[src/rtl/pipe_ctrl_unit.sv]
// Pipelined control unit for the 5-stage MIPS core: ID decode, ID/EX-EX/MEM-MEM/WB
// control registers, load-use and branch hazard stalls, EX and ID-comparator forwarding.
module pipe_ctrl_unit #(
  parameter int ALUOP_W    = 3,
  parameter int REG_W      = 5,
  parameter int LINK_REG   = 31,
  parameter int ENABLE_IMM = 1
) (
  input  logic               clk,
  input  logic               rst,
  input  logic [5:0]         opcode,
  input  logic [5:0]         func,
  input  logic [REG_W-1:0]   id_rs,
  input  logic [REG_W-1:0]   id_rt,
  input  logic [REG_W-1:0]   id_rd,
  input  logic               equal,
  input  logic               bubble_in,
  output logic               pc_write,
  output logic               ifid_write,
  output logic               ifid_flush,
  output logic [1:0]         PCsrc,
  output logic               id_fwd_a,
  output logic               id_fwd_b,
  output logic [ALUOP_W-1:0] ex_alu_op,
  output logic               ex_alu_src,
  output logic               ex_imm_zext,
  output logic [1:0]         fwd_a,
  output logic [1:0]         fwd_b,
  output logic               mem_mem_read,
  output logic               mem_mem_write,
  output logic               wb_reg_write,
  output logic               wb_mem_to_reg,
  output logic               wb_link,
  output logic [REG_W-1:0]   wb_dst
);

  localparam logic [5:0] OP_RTYPE = 6'b000000;
  localparam logic [5:0] OP_LW    = 6'b100011;
  localparam logic [5:0] OP_SW    = 6'b101011;
  localparam logic [5:0] OP_J     = 6'b000010;
  localparam logic [5:0] OP_JAL   = 6'b000011;
  localparam logic [5:0] OP_BEQ   = 6'b000100;
  localparam logic [5:0] OP_BNE   = 6'b000101;
  localparam logic [5:0] OP_ADDI  = 6'b001000;
  localparam logic [5:0] OP_ANDI  = 6'b001100;
  localparam logic [5:0] OP_ORI   = 6'b001101;
  localparam logic [5:0] OP_SLTI  = 6'b001010;

  localparam logic [5:0] FN_ADD = 6'b100000;
  localparam logic [5:0] FN_SUB = 6'b100010;
  localparam logic [5:0] FN_AND = 6'b100100;
  localparam logic [5:0] FN_OR  = 6'b100101;
  localparam logic [5:0] FN_SLT = 6'b101010;
  localparam logic [5:0] FN_JR  = 6'b001000;

  localparam logic [ALUOP_W-1:0] ALU_ADD = ALUOP_W'(0);
  localparam logic [ALUOP_W-1:0] ALU_SUB = ALUOP_W'(1);
  localparam logic [ALUOP_W-1:0] ALU_AND = ALUOP_W'(2);
  localparam logic [ALUOP_W-1:0] ALU_OR  = ALUOP_W'(3);
  localparam logic [ALUOP_W-1:0] ALU_SLT = ALUOP_W'(4);
  localparam logic [ALUOP_W-1:0] ALU_NOP = '1;

  localparam logic [REG_W-1:0] LINK_DST = REG_W'(LINK_REG);

  typedef struct packed {
    logic               reg_write;
    logic               mem_read;
    logic               mem_write;
    logic               mem_to_reg;
    logic               link;
    logic               alu_src;
    logic               imm_zext;
    logic [ALUOP_W-1:0] alu_op;
    logic [REG_W-1:0]   dst;
    logic [REG_W-1:0]   rs;
    logic [REG_W-1:0]   rt;
  } ex_ctrl_t;

  typedef struct packed {
    logic             reg_write;
    logic             mem_read;
    logic             mem_write;
    logic             mem_to_reg;
    logic             link;
    logic [REG_W-1:0] dst;
  } mem_ctrl_t;

  typedef struct packed {
    logic             reg_write;
    logic             mem_to_reg;
    logic             link;
    logic [REG_W-1:0] dst;
  } wb_ctrl_t;

  function automatic ex_ctrl_t ex_bubble();
    ex_ctrl_t c;
    c        = '0;
    c.alu_op = ALU_NOP;
    return c;
  endfunction

  // Register 0 is hard-wired, so it never creates a dependence.
  function automatic logic hit(input logic [REG_W-1:0] dst, input logic [REG_W-1:0] src,
                               input logic used);
    return used && (src != '0) && (dst == src);
  endfunction

  ex_ctrl_t  idex;
  mem_ctrl_t exmem;
  wb_ctrl_t  memwb;

  ex_ctrl_t           dec;
  logic               known;
  logic               uses_rs;
  logic               uses_rt;
  logic               is_beq;
  logic               is_bne;
  logic               is_jump;
  logic               is_jr;
  logic               r_alu;
  logic [ALUOP_W-1:0] r_op;

  // NOTE: every signal written here gets a default first so no path leaves it
  // unassigned; otherwise synthesis infers a latch to hold the old value.
  always_comb begin
    dec     = ex_bubble();
    known   = 1'b0;
    uses_rs = 1'b0;
    uses_rt = 1'b0;
    is_beq  = 1'b0;
    is_bne  = 1'b0;
    is_jump = 1'b0;
    is_jr   = 1'b0;
    r_alu   = 1'b1;
    r_op    = ALU_NOP;
    case (opcode)
      OP_RTYPE: begin
        case (func)
          FN_ADD:  r_op = ALU_ADD;
          FN_SUB:  r_op = ALU_SUB;
          FN_AND:  r_op = ALU_AND;
          FN_OR:   r_op = ALU_OR;
          FN_SLT:  r_op = ALU_SLT;
          FN_JR: begin
            r_alu   = 1'b0;
            known   = 1'b1;
            uses_rs = 1'b1;
            is_jr   = 1'b1;
          end
          default: r_alu = 1'b0;
        endcase
        if (r_alu) begin
          known         = 1'b1;
          uses_rs       = 1'b1;
          uses_rt       = 1'b1;
          dec.reg_write = 1'b1;
          dec.dst       = id_rd;
          dec.alu_op    = r_op;
        end
      end
      OP_LW: begin
        known          = 1'b1;
        uses_rs        = 1'b1;
        dec.reg_write  = 1'b1;
        dec.mem_read   = 1'b1;
        dec.mem_to_reg = 1'b1;
        dec.alu_src    = 1'b1;
        dec.alu_op     = ALU_ADD;
        dec.dst        = id_rt;
      end
      OP_SW: begin
        known         = 1'b1;
        uses_rs       = 1'b1;
        uses_rt       = 1'b1;
        dec.mem_write = 1'b1;
        dec.alu_src   = 1'b1;
        dec.alu_op    = ALU_ADD;
      end
      OP_J: begin
        known   = 1'b1;
        is_jump = 1'b1;
      end
      OP_JAL: begin
        known         = 1'b1;
        is_jump       = 1'b1;
        dec.reg_write = 1'b1;
        dec.link      = 1'b1;
        dec.dst       = LINK_DST;
      end
      OP_BEQ, OP_BNE: begin
        known   = 1'b1;
        uses_rs = 1'b1;
        uses_rt = 1'b1;
        is_beq  = (opcode == OP_BEQ);
        is_bne  = (opcode == OP_BNE);
      end
      OP_ADDI, OP_ANDI, OP_ORI, OP_SLTI: begin
        if (ENABLE_IMM != 0) begin
          known         = 1'b1;
          uses_rs       = 1'b1;
          dec.reg_write = 1'b1;
          dec.alu_src   = 1'b1;
          dec.dst       = id_rt;
          dec.imm_zext  = (opcode == OP_ANDI) || (opcode == OP_ORI);
          case (opcode)
            OP_ADDI: dec.alu_op = ALU_ADD;
            OP_ANDI: dec.alu_op = ALU_AND;
            OP_ORI:  dec.alu_op = ALU_OR;
            default: dec.alu_op = ALU_SLT;
          endcase
        end
      end
      default: known = 1'b0;
    endcase
    dec.rs = id_rs;
    dec.rt = id_rt;
  end

  logic load_use;
  logic branch_stall;
  logic stall;
  logic taken;

  assign load_use = idex.mem_read &&
                    (hit(idex.dst, id_rs, uses_rs) || hit(idex.dst, id_rt, uses_rt));

  // The ID comparator needs its operands at the start of ID: an ALU result still in
  // EX, or load data still in MEM, is not yet forwardable.
  assign branch_stall = (is_beq || is_bne || is_jr) &&
                        ((idex.reg_write &&
                          (hit(idex.dst, id_rs, uses_rs) || hit(idex.dst, id_rt, uses_rt))) ||
                         (exmem.mem_read &&
                          (hit(exmem.dst, id_rs, uses_rs) || hit(exmem.dst, id_rt, uses_rt))));

  assign stall = !bubble_in && (load_use || branch_stall);
  assign taken = (is_beq && equal) || (is_bne && !equal);

  always_comb begin
    pc_write   = 1'b1;
    ifid_write = 1'b1;
    PCsrc      = 2'd0;
    ifid_flush = 1'b0;
    if (stall) begin
      pc_write   = 1'b0;
      ifid_write = 1'b0;
    end else if (!bubble_in) begin
      if (taken) begin
        PCsrc      = 2'd1;
        ifid_flush = 1'b1;
      end else if (is_jump) begin
        PCsrc      = 2'd2;
        ifid_flush = 1'b1;
      end else if (is_jr) begin
        PCsrc      = 2'd3;
        ifid_flush = 1'b1;
      end
    end
  end

  // A load's data is not available at the EX/MEM ALU-result tap.
  assign id_fwd_a = exmem.reg_write && !exmem.mem_read && hit(exmem.dst, id_rs, 1'b1);
  assign id_fwd_b = exmem.reg_write && !exmem.mem_read && hit(exmem.dst, id_rt, 1'b1);

  assign fwd_a = hit(exmem.dst, idex.rs, exmem.reg_write) ? 2'b10 :
                 hit(memwb.dst, idex.rs, memwb.reg_write) ? 2'b01 : 2'b00;
  assign fwd_b = hit(exmem.dst, idex.rt, exmem.reg_write) ? 2'b10 :
                 hit(memwb.dst, idex.rt, memwb.reg_write) ? 2'b01 : 2'b00;

  // NOTE: state registers use non-blocking assignment so every stage samples the
  // previous stage's pre-edge value; blocking here would collapse the pipeline.
  always_ff @(posedge clk or posedge rst) begin
    if (rst) begin
      idex  <= ex_bubble();
      exmem <= '0;
      memwb <= '0;
    end else begin
      idex  <= (stall || bubble_in || !known) ? ex_bubble() : dec;
      exmem <= '{reg_write:  idex.reg_write,
                 mem_read:   idex.mem_read,
                 mem_write:  idex.mem_write,
                 mem_to_reg: idex.mem_to_reg,
                 link:       idex.link,
                 dst:        idex.dst};
      memwb <= '{reg_write:  exmem.reg_write,
                 mem_to_reg: exmem.mem_to_reg,
                 link:       exmem.link,
                 dst:        exmem.dst};
    end
  end

  assign ex_alu_op     = idex.alu_op;
  assign ex_alu_src    = idex.alu_src;
  assign ex_imm_zext   = idex.imm_zext;
  assign mem_mem_read  = exmem.mem_read;
  assign mem_mem_write = exmem.mem_write;
  assign wb_reg_write  = memwb.reg_write;
  assign wb_mem_to_reg = memwb.mem_to_reg;
  assign wb_link       = memwb.link;
  assign wb_dst        = memwb.dst;

endmodule

[config.mk]
export PLATFORM = sky130hd
export DESIGN_NAME = pipe_ctrl_unit
export DESIGN_NICKNAME = d
export VERILOG_FILES = /design/src/rtl/pipe_ctrl_unit.sv
export SDC_FILE = /design/constraint.sdc
export NUM_CORES = 1
export LEC_CHECK = 0
export BUFFER_PORTS_ARGS = -buffer_cell sky130_fd_sc_hd__buf_2
export CAP_MARGIN = 20
export CORE_UTILIZATION = 46
export CTS_CLUSTER_SIZE = 8
export DETAILED_ROUTE_END_ITERATION = 12
export PLACE_DENSITY = 0.73
export SLEW_MARGIN = 10
export SYNTH_ARGS = -nofsm -noshare
export SYNTH_HDL_FRONTEND = slang
export SYNTH_SLANG_ARGS = --single-unit
[constraint.sdc]
create_clock -name clk -period 2.25 [get_ports clk]
set_clock_uncertainty 0.15 [all_clocks]
set_input_delay 0.1125 -clock clk [delete_from_list [all_inputs] [get_ports clk]]
set_output_delay 0.1125 -clock clk [all_outputs]
set_load 0.02 [all_outputs]
==> flow_metrics.py, run 1 <==
metrics = {
    "run_status": {
        "status": "finished clean",
    },
    "final_layout": {
        "n_antenna_cell": 0,
        "fin_cells": 382,
        "final_util_pct": 63.35,
        "final_cell_area_um2": 3072,
        "top_register": "idex",
        "fin_nets": 345,
        "drive_gt1_share_pct": 36.51,
        "num-fill-cells": 399,
        "area_growth_pct": 29.01,
        "largest_reg_flops": 19,
    },
    "power_and_ir_drop": {
        "power.leakage_nw": 1.364,
        "power_mw": 1.635,
        "vdd_drop_max_uv": 328.7,
        "p_per_area_nw_per_um2": 532.4,
    },
    "setup_path": {
        "cp_cell_sequence": "dlygate4sd3_1 -> xor2_1 -> nor4_2 -> a32oi_2 -> o221ai_2 -> nor2_1 -> buf_2",
        "cp-start-kind": "primary input",
        "worstPathArrival_ns": 1.95,
        "end_kind": "output port",
        "worstPathRequired_ns": 1.99,
        "critPathMaxFanout": 4,
        "critPathKind": "in2out",
        "slowest_delay_ns": 0.62,
        "critPathSlowestCell": "dlygate4sd3_1",
    },
    "sta": {
        "hold_ws_ns": 0.07743,
        "fin_crit_sh_pct": 98.43,
        "setup_ws_ns": 0.03534,
        "post-route-min-period_ns": 2.215,
        "final_max_slew_viol_count": 0,
        "worst_pin_slew_ns": 0.9277,
        "hold_violations": 0,
        "setup_tns_ns": 0,
        "fmax_ghz": 0.4515,
        "setup_viol": 0,
        "timing.slew.headroom_pct": 37.82,
    },
    "clock_network": {
        "htreeDepth": 2,
        "clk_path_buf_depth": 2,
        "clk_pin_slew_worst_paths_ns": 0.08,
        "clockRootBuffer": "clkbuf_8",
        "tritoncts": "built",
        "clk_latency_ns": 0.29,
        "clock-sinks": 41,
        "cts_buffers": 5,
    },
    "synthesis": {
        "synthesis.nets": 266,
        "synthMuxAreaShare_pct": 0.6306,
        "ys_seq_area_share_pct": 43.25,
        "synthAdderAreaFrac_pct": 0,
        "ys.warnings.count": 0,
        "yosysUniqueCellTypes": 51,
        "synthSimpleGateAreaFrac_pct": 24.54,
        "ys_seq_elements": 41,
        "netlist_instances": 235,
        "synth-edff-count": 0,
        "synth-xor-area-share_pct": 15.08,
        "synthArstFlopShare_pct": 100.0,
        "synth_top_flop_cell": "dfrtp_1",
        "synth-compound-area-share_pct": 11.19,
        "syn_area_um2": 2381,
        "synth_top_family_by_area": "simple AND/OR/NAND/NOR gates",
        "synth.avg_cell_area_um2": 10.13,
    },
    "run": {
        "maxCapViolCount": 0,
    },
    "route": {
        "via_per_inst": 5.390,
        "drtAntennaViolNets": 0,
        "num_vias": 2059,
        "drtIter0Drc": 104,
        "drtPass1Iterations": 4,
        "drc": 0,
        "wire_per_inst_um": 15.44,
        "route.final.wire_length_mm": 5.898,
    },
    "grt": {
        "antenna_found_initial": 0,
        "grt_pass1_vias": 2050,
        "grt_pass1_wl_mm": 9.315,
        "grtUsageTotal_pct": 23.00,
        "grt.overflow.total": 0,
        "grt_max_degree": 42,
    },
    "placement": {
        "placed_area_um2": 2746,
        "dp_cells": 357,
        "gp_congestion": 0.9075,
        "port_buffers": 56,
        "place_ws_ns": -0.009307,
        "dp_hpwl_mm": 4.301,
    },
    "floorplan": {
        "num_io_pins": 57,
        "start_util_pct": 49.11,
        "die_w_um": 73.95,
        "die-area_um2": 5468,
        "row_count": 25,
        "coreArea_um2": 4848,
        "die_height_um": 73.95,
    },
    "hold_path": {
        "hold_class": "in2reg",
    },
}
## routing by layer
layer | share of wire, % | wire [um] | up-vias | track usage, %
li1 | - | - | 989 | -
met1 | 41 | 2429 | 962 | 27.19
met2 | 50 | 2956 | 90 | 38.28
met3 | 5.4 | 316 | 18 | 5.149
met4 | 3.3 | 195 | 0 | 13.89
met5 | 0 | 0 | - | 0
## cells by family (layout without fill, tap and decap cells)
logic type             after synthesis  after routing
buffers and inverters               22            102
flip-flops                          41             41
XOR/XNOR                            41             41
AO/OA/AOI/OAI                       34             34
multiplexers                         1              1
AND/OR/NAND/NOR                     96             96
## placed cells by master, fill, tap and decap left out, types with 2 or more instances in the layout
cell and count:
nor3_2 3, nor3_1 8, nor3b_1 3, nor2_2 3, or2_1 3, dfrtp_1 35
buf_4 19, nor2_1 16, clkbuf_8 6, inv_1 8, nor4_2 2, nand3_1 7
nor3b_2 7, o21ai_0 6, nor2b_1 4, nor4_1 10, xnor2_1 30, dfstp_2 3
nand2_1 9, nand2b_1 2, a221oi_1 3, nand3b_1 3, o22ai_1 2, buf_2 54
xor2_1 11, dlygate4sd3_1 13, a21oi_1 7, dfrtp_2 3, nand4_1 4, or4_1 4
## critical path, delay by kind of cell
family,cells,cell delay (ns)
xor+xnor,1,0.20
buf+inv,2,0.79
simple gates,2,0.47
compound gates,2,0.38
## cell usage after synthesis, types with 4 or more instances
cell type / count / area share [%]
buf_4: 4 / 1.3
nor2b_1: 4 / 1.1
nand3_1: 7 / 1.5
xnor2_1: 30 / 11
o21ai_0: 6 / 1.3
buf_2: 5 / 1.1
dfrtp_1: 38 / 40
a21oi_1: 8 / 1.7
nor3_1: 10 / 2.1
nand2_1: 9 / 1.4
nor3b_2: 7 / 3.7
nand4_1: 4 / 1.1
nor4_1: 11 / 2.9
nor2_1: 19 / 3.0
xor2_1: 11 / 4.0
inv_1: 8 / 1.3
or4_1: 5 / 1.6
## final cells by class
| cell class | count | area, um^2 | area share (%) |
|---|---|---|---|
| clock inverter | 2 | 37.54 | 1.222 |
| sequential | 41 | 1033 | 33.65 |
| multi-input combinational | 172 | 1261 | 41.06 |
| clock buffer | 6 | 82.58 | 2.688 |
| timing repair buffer | 86 | 543.0 | 17.68 |
| tap | 67 | 83.83 | 2.729 |
| inverter | 8 | 30.03 | 0.9776 |
## path summary, 6_finish.rpt
check | start | endpoint | slack, ns | depth (start not counted)
hold / removal | opcode[2] | ex_imm_zext | 0.08 | 3
setup / recovery | id_rs[0] | PCsrc[1] | 0.04 | 7
min in group asynchronous | rst | wb_dst[3] | 0.33 | 4
hold reg to reg | exmem[5] | wb_link | 0.20 | 0
max in group asynchronous | rst | exmem[1] | 1.25 | 4
setup reg to reg | idex[10] | idex[2] | 0.17 | 7
## power breakdown
group / internal (mW) / total [mW] / switching [mW]
sequential: 0.752 / 0.768 / 0.0158
clock: 0.360 / 0.604 / 0.243
combinational: 0.120 / 0.264 / 0.144
total: 1.23 / 1.64 / 0.403
## repair_timing
item,4_1_cts,5_1_grt
buffers inserted,0,5
hold endpoints to repair,49,0
endpoints found under the setup margin,3,5
gates resized for setup,2,11
pin swaps,0,4
hold buffers,13,0
Power figures use the tool's default switching activity.
==> inputs of run 2 (changes only) <==
--- a/config.mk
+++ b/config.mk
@@ -7,10 +7,10 @@
 export LEC_CHECK = 0
 export BUFFER_PORTS_ARGS = -buffer_cell sky130_fd_sc_hd__buf_2
 export CAP_MARGIN = 20
-export CORE_UTILIZATION = 46
+export CORE_UTILIZATION = 40
 export CTS_CLUSTER_SIZE = 8
 export DETAILED_ROUTE_END_ITERATION = 12
-export PLACE_DENSITY = 0.73
+export PLACE_DENSITY = 0.65
 export SLEW_MARGIN = 10
 export SYNTH_ARGS = -nofsm -noshare
 export SYNTH_HDL_FRONTEND = slang
==> run 2 against run 1 <==
  * Design area shrank 1.3%
  * Critical endpoint is now ifid_flush
  * Count of clock-buffer cells in the layout shrank 1
  * Critical path type unchanged
  * Fmax grew 2.0%
  * Largest power group unchanged
==> flow_metrics.py, run 2 (synthesized netlist as in run 1, its figures left out) <==
metrics = {
    "clock_network": {
        "tritoncts": "built",
        "htreeDepth": 2,
        "clockRootBuffer": "clkbuf_8",
        "clock-sinks": 41,
        "cts_buffers": 5,
        "clk_latency_ns": 0.30,
        "clk_pin_slew_worst_paths_ns": 0.08,
        "clk_path_buf_depth": 2,
    },
    "setup_path": {
        "critPathKind": "in2out",
        "r2r_end": "idex[1]",
        "worstPathRequired_ns": 1.99,
        "worst-r2r-setup-slack_ns": 0.30,
        "end_kind": "output port",
        "cp-start-kind": "primary input",
        "r2r_cells": 7,
        "critPathMaxFanout": 4,
        "reg2reg_from": "exmem[1]",
        "worstPathArrival_ns": 1.91,
    },
    "power_and_ir_drop": {
        "vdd_drop_max_uv": 235.3,
        "pwr-share-comb_pct": 15.7,
        "power.leakage_nw": 1.341,
        "power_mw": 1.610,
        "p_per_area_nw_per_um2": 531.1,
        "power_frac_seq_pct": 47.7,
        "p_int_mw": 1.198,
        "p_clk_share_pct": 36.6,
        "p_sw_share_pct": 25.61,
        "p_sw_uw": 412.3,
    },
    "final_layout": {
        "final_cell_area_um2": 3032,
        "final_common_cell": "buf_2",
        "area_growth_pct": 27.33,
        "drive_gt1_share_pct": 35.26,
        "top_register": "idex",
        "multi_input_area_um2": 1246,
        "num-fill-cells": 530,
        "n_antenna_cell": 0,
        "largest_reg_flops": 19,
        "layout_common_cells": "56 x buf_2, 34 x dfrtp_1, 30 x xnor2_1, 17 x nor2_1, 14 x buf_4",
        "fin_nets": 342,
        "area.sequential_um2": 1035,
    },
    "route": {
        "route.final.wire_length_mm": 5.791,
        "via_per_inst": 5.346,
        "wire_per_inst_um": 15.08,
        "drtIter0Drc": 103,
        "drtPass1Iterations": 4,
        "drc": 0,
        "num_vias": 2053,
        "drtAntennaViolNets": 0,
    },
    "grt": {
        "grt.overflow.total": 0,
        "grt_max_degree": 42,
        "antenna_found_initial": 0,
        "grt_pass1_vias": 1924,
        "grtUsageTotal_pct": 19.44,
        "grt_pass1_wl_mm": 9.128,
    },
    "floorplan": {
        "num_io_pins": 57,
        "start_util_pct": 42.46,
        "row_count": 27,
        "die_height_um": 79.15,
        "coreArea_um2": 5608,
        "die-area_um2": 6265,
        "die_w_um": 79.15,
    },
    "sta": {
        "hold_ws_ns": 0.01136,
        "post-route-min-period_ns": 2.170,
        "fmax_ghz": 0.4607,
        "setup_tns_ns": 0,
        "setup_viol": 0,
        "timing.slew.headroom_pct": 40.35,
        "setup_ws_ns": 0.07951,
        "fin_crit_sh_pct": 96.47,
        "hold_violations": 0,
        "final_max_slew_viol_count": 0,
        "worst_pin_slew_ns": 0.8898,
    },
    "placement": {
        "placed_area_um2": 2753,
        "gp_congestion": 0.9083,
        "place_ws_ns": 0.05275,
        "port_buffers": 56,
        "dp_hpwl_mm": 4.321,
    },
    "run": {
        "maxCapViolCount": 0,
    },
    "hold_path": {
        "hold_class": "in2reg",
        "min_to": "idex[4]",
        "hold_path_depth": 2,
        "hp-start": "id_rt[4]",
    },
    "run_status": {
        "status": "finished clean",
    },
}
run 2: critical path, cell delays in order:
cell and delay (ns):
buf_2 0.13, or4_1 0.52, nor2_1 0.26, nor4_2 0.11, a32oi_2 0.26, o221ai_2 0.18
nor2_1 0.16, buf_2 0.18
run 2: stage by stage:
stage | std cells | util, %
detailed placement | 362 | 49.09
finish | 384 | 54.06
floorplan | 235 | -
CTS | 383 | 53.46
global route | 384 | 54.06
global placement | 362 | 49.09
run 2: final cells by class:
class	count	share of cell area (%)
well taps	72	2.972
repair buffers	83	17.00
clock buffers	5	2.270
multi-input cells	172	41.11
flip-flops and latches	41	34.13
inverters	8	0.9905
clock inverters	3	1.527
run 2: power groups by stage:
stage               sequential [mW]  clock [mW]  combinational [mW]
floorplan                     0.781           0               0.145
global placement              0.782           0               0.229
detailed placement            0.782           0               0.231
CTS                           0.768       0.606               0.249
global route                  0.770       0.632               0.276
finish                        0.768       0.589               0.253
run 2: routing by layer:
layer / track usage [%] / vias up / part of all wire (%)
met2: 33.36 / 74 / 50
met3: 3.218 / 9 / 5.2
li1: - / 985 / -
met5: 0 / - / 0
met4: 7.636 / 0 / 2.2
met1: 24.27 / 985 / 43
run 2: how the worst max path moves through the flow:
stage,from,to,depth (start not counted)
after floorplan,idex[6],fwd_a[0],4
after global placement,id_rs[1],ex_alu_op[2],8
after detailed placement,id_rs[1],ex_alu_op[2],8
after CTS,exmem[1],PCsrc[1],7
after global routing,id_rs[1],PCsrc[1],8
final,id_rs[1],ifid_flush,8
run 2: timing repair:
action / CTS / global route
hold buffers: 13 / 0
buffers inserted: 0 / 1
endpoints found under the setup margin: 0 / 7
gates resized for setup: 0 / 9
endpoints found under the hold margin: 50 / 0
==> inputs of run 3 (changes only) <==
--- a/config.mk
+++ b/config.mk
@@ -10,6 +10,7 @@
 export CORE_UTILIZATION = 40
 export CTS_CLUSTER_SIZE = 8
 export DETAILED_ROUTE_END_ITERATION = 12
+export HOLD_SLACK_MARGIN = 0.03
 export PLACE_DENSITY = 0.65
 export SLEW_MARGIN = 10
 export SYNTH_ARGS = -nofsm -noshare
==> run 3 against run 2 <==
  * Critical path depth unchanged
  * Die area unchanged
  * Non-clock buffer count up 2
  * Wire length down 0.35%
  * Power is essentially flat
  * Combinational power is essentially flat
  * Fmax is 0.32% lower
  * Largest power group unchanged
  * Worst setup slack lost 0.0069 ns
  * Register-to-register slack about the same
  * Critical path type unchanged
  * Critical endpoint unchanged
  * Core utilization up 0.36 points
  * Via count about the same
  * Final cell count up 0.52%
==> flow_metrics.py, run 3 (synthesized netlist as in run 1, its figures left out) <==
metrics = {
    "grt": {
        "use_met1_pct": 24.56,
        "use_met3_pct": 3.103,
        "grt_max_degree": 42,
        "grt_pass1_wl_mm": 9.170,
        "grt_pass1_vias": 1928,
        "top_usage_layer": "met2",
        "antenna_found_initial": 0,
        "grt.overflow.total": 0,
        "grt_use_met2_pct": 33.45,
        "grtUsageTotal_pct": 19.54,
    },
    "final_layout": {
        "largest_reg_flops": 19,
        "final_cell_area_um2": 3052,
        "final_common_cell": "buf_2",
        "fin_nets": 344,
        "area_growth_pct": 28.17,
        "n_antenna_cell": 0,
        "layout_common_cells": "56 x buf_2, 34 x dfrtp_1, 30 x xnor2_1, 17 x nor2_1, 15 x dlygate4sd3_1",
        "num-fill-cells": 529,
        "top_register": "idex",
        "drive_gt1_share_pct": 35.03,
    },
    "sta": {
        "worst_pin_slew_ns": 0.8898,
        "hold_violations": 0,
        "fin_crit_sh_pct": 96.77,
        "final_max_slew_viol_count": 0,
        "fmax_ghz": 0.4593,
        "setup_tns_ns": 0,
        "setup_viol": 0,
        "post-route-min-period_ns": 2.177,
        "timing.slew.headroom_pct": 40.36,
    },
    "setup_path": {
        "cp-start-kind": "primary input",
        "worstPathArrival_ns": 1.91,
        "r2r_cells": 7,
        "worst-r2r-setup-slack_ns": 0.29,
        "end_kind": "output port",
        "worstPathRequired_ns": 1.99,
        "r2r_end": "idex[1]",
        "reg2reg_from": "exmem[1]",
        "critPathMaxFanout": 4,
        "critPathKind": "in2out",
    },
    "hold_path": {
        "hold_path_depth": 3,
        "hold_class": "in2reg",
        "hp-start": "opcode[3]",
        "min_to": "idex[22]",
    },
    "route": {
        "drtPass1Iterations": 4,
        "wire_per_inst_um": 14.95,
        "drtAntennaViolNets": 0,
        "drc": 0,
        "drtIter0Drc": 120,
        "via_per_inst": 5.324,
        "num_vias": 2055,
        "route.final.wire_length_mm": 5.771,
    },
    "run_status": {
        "status": "finished clean",
    },
    "floorplan": {
        "row_count": 27,
        "die_w_um": 79.15,
        "die_height_um": 79.15,
        "coreArea_um2": 5608,
        "num_io_pins": 57,
        "start_util_pct": 42.46,
        "die-area_um2": 6265,
    },
    "clock_network": {
        "tritoncts": "built",
        "clock-sinks": 41,
        "clk_path_buf_depth": 2,
        "clk_latency_ns": 0.30,
        "htreeDepth": 2,
        "clockRootBuffer": "clkbuf_8",
        "clk_pin_slew_worst_paths_ns": 0.07,
        "cts_buffers": 5,
    },
    "placement": {
        "port_buffers": 56,
        "dp_hpwl_mm": 4.321,
        "gp_congestion": 0.9083,
        "placed_area_um2": 2753,
    },
    "power_and_ir_drop": {
        "power_mw": 1.611,
        "power.leakage_nw": 1.349,
        "p_per_area_nw_per_um2": 527.7,
        "vdd_drop_max_uv": 235.3,
    },
    "run": {
        "maxCapViolCount": 0,
    },
}
-- run 3: changes by cell type in the layout (fill, tap and decap cells not counted) --
cell and delta:
dlygate4sd3_1 +2
-- run 3: stage by stage --
| stage | cells | util, % | setup slack (ns) | hold WS (ns) |
|---|---|---|---|---|
| floorplan | 235 | - | 0.09097 | 0.03597 |
| global placement | 362 | 49.09 | 0.07672 | 0.1135 |
| detailed placement | 362 | 49.09 | 0.05275 | 0.1092 |
| CTS | 385 | 53.82 | 0.002149 | 0.03471 |
| global route | 386 | 54.42 | -0.001159 | 0.05229 |
| finish | 386 | 54.42 | 0.07259 | 0.06012 |
-- run 3: timing repair --
action,in CTS,in global routing
endpoints found under the setup margin,0,7
buffers inserted,0,1
hold buffers,15,0
resized for setup,0,9
hold endpoints to repair,51,0
-- run 3: area by class of cell --
class | instances | area, um^2 | area share [%]
Inverter | 8 | 30.03 | 0.9840
Multi-Input combinational cell | 172 | 1246 | 40.84
Tap cell | 72 | 90.09 | 2.952
Sequential cell | 41 | 1035 | 33.91
Timing Repair Buffer | 85 | 535.5 | 17.55
Clock buffer | 5 | 68.82 | 2.255
Clock inverter | 3 | 46.29 | 1.517
-- run 3: worst max path at each step --
stage / startpoint / end / slack, ns / cells past startpoint
after floorplan: idex[6] / fwd_a[0] / 0.09 / 4
after global placement: id_rs[1] / ex_alu_op[2] / 0.08 / 8
after detailed placement: id_rs[1] / ex_alu_op[2] / 0.05 / 8
after CTS: exmem[1] / PCsrc[1] / 0.002 / 7
after global routing: id_rs[1] / PCsrc[1] / -0.001 / 8
final: id_rs[1] / ifid_flush / 0.07 / 8
-- run 3: where the power goes --
part           internal (mW)  switching, mW  leakage [nW]
clock network          0.332          0.255        0.0543
logic                  0.116          0.139         0.743
registers              0.752         0.0158         0.552
-- run 3: worst max-delay path: stages --
cell and delay (ns):
buf_2 0.13, or4_1 0.52, nor2_1 0.26, nor4_2 0.11, a32oi_2 0.26, o221ai_2 0.18
nor2_1 0.16, buf_2 0.18
-- run 3: layer usage --
layer	vias up	part of all wire, %
li1	987	-
met1	984	43
met2	75	49
met3	9	5.0
met4	0	2.3
met5	-	0
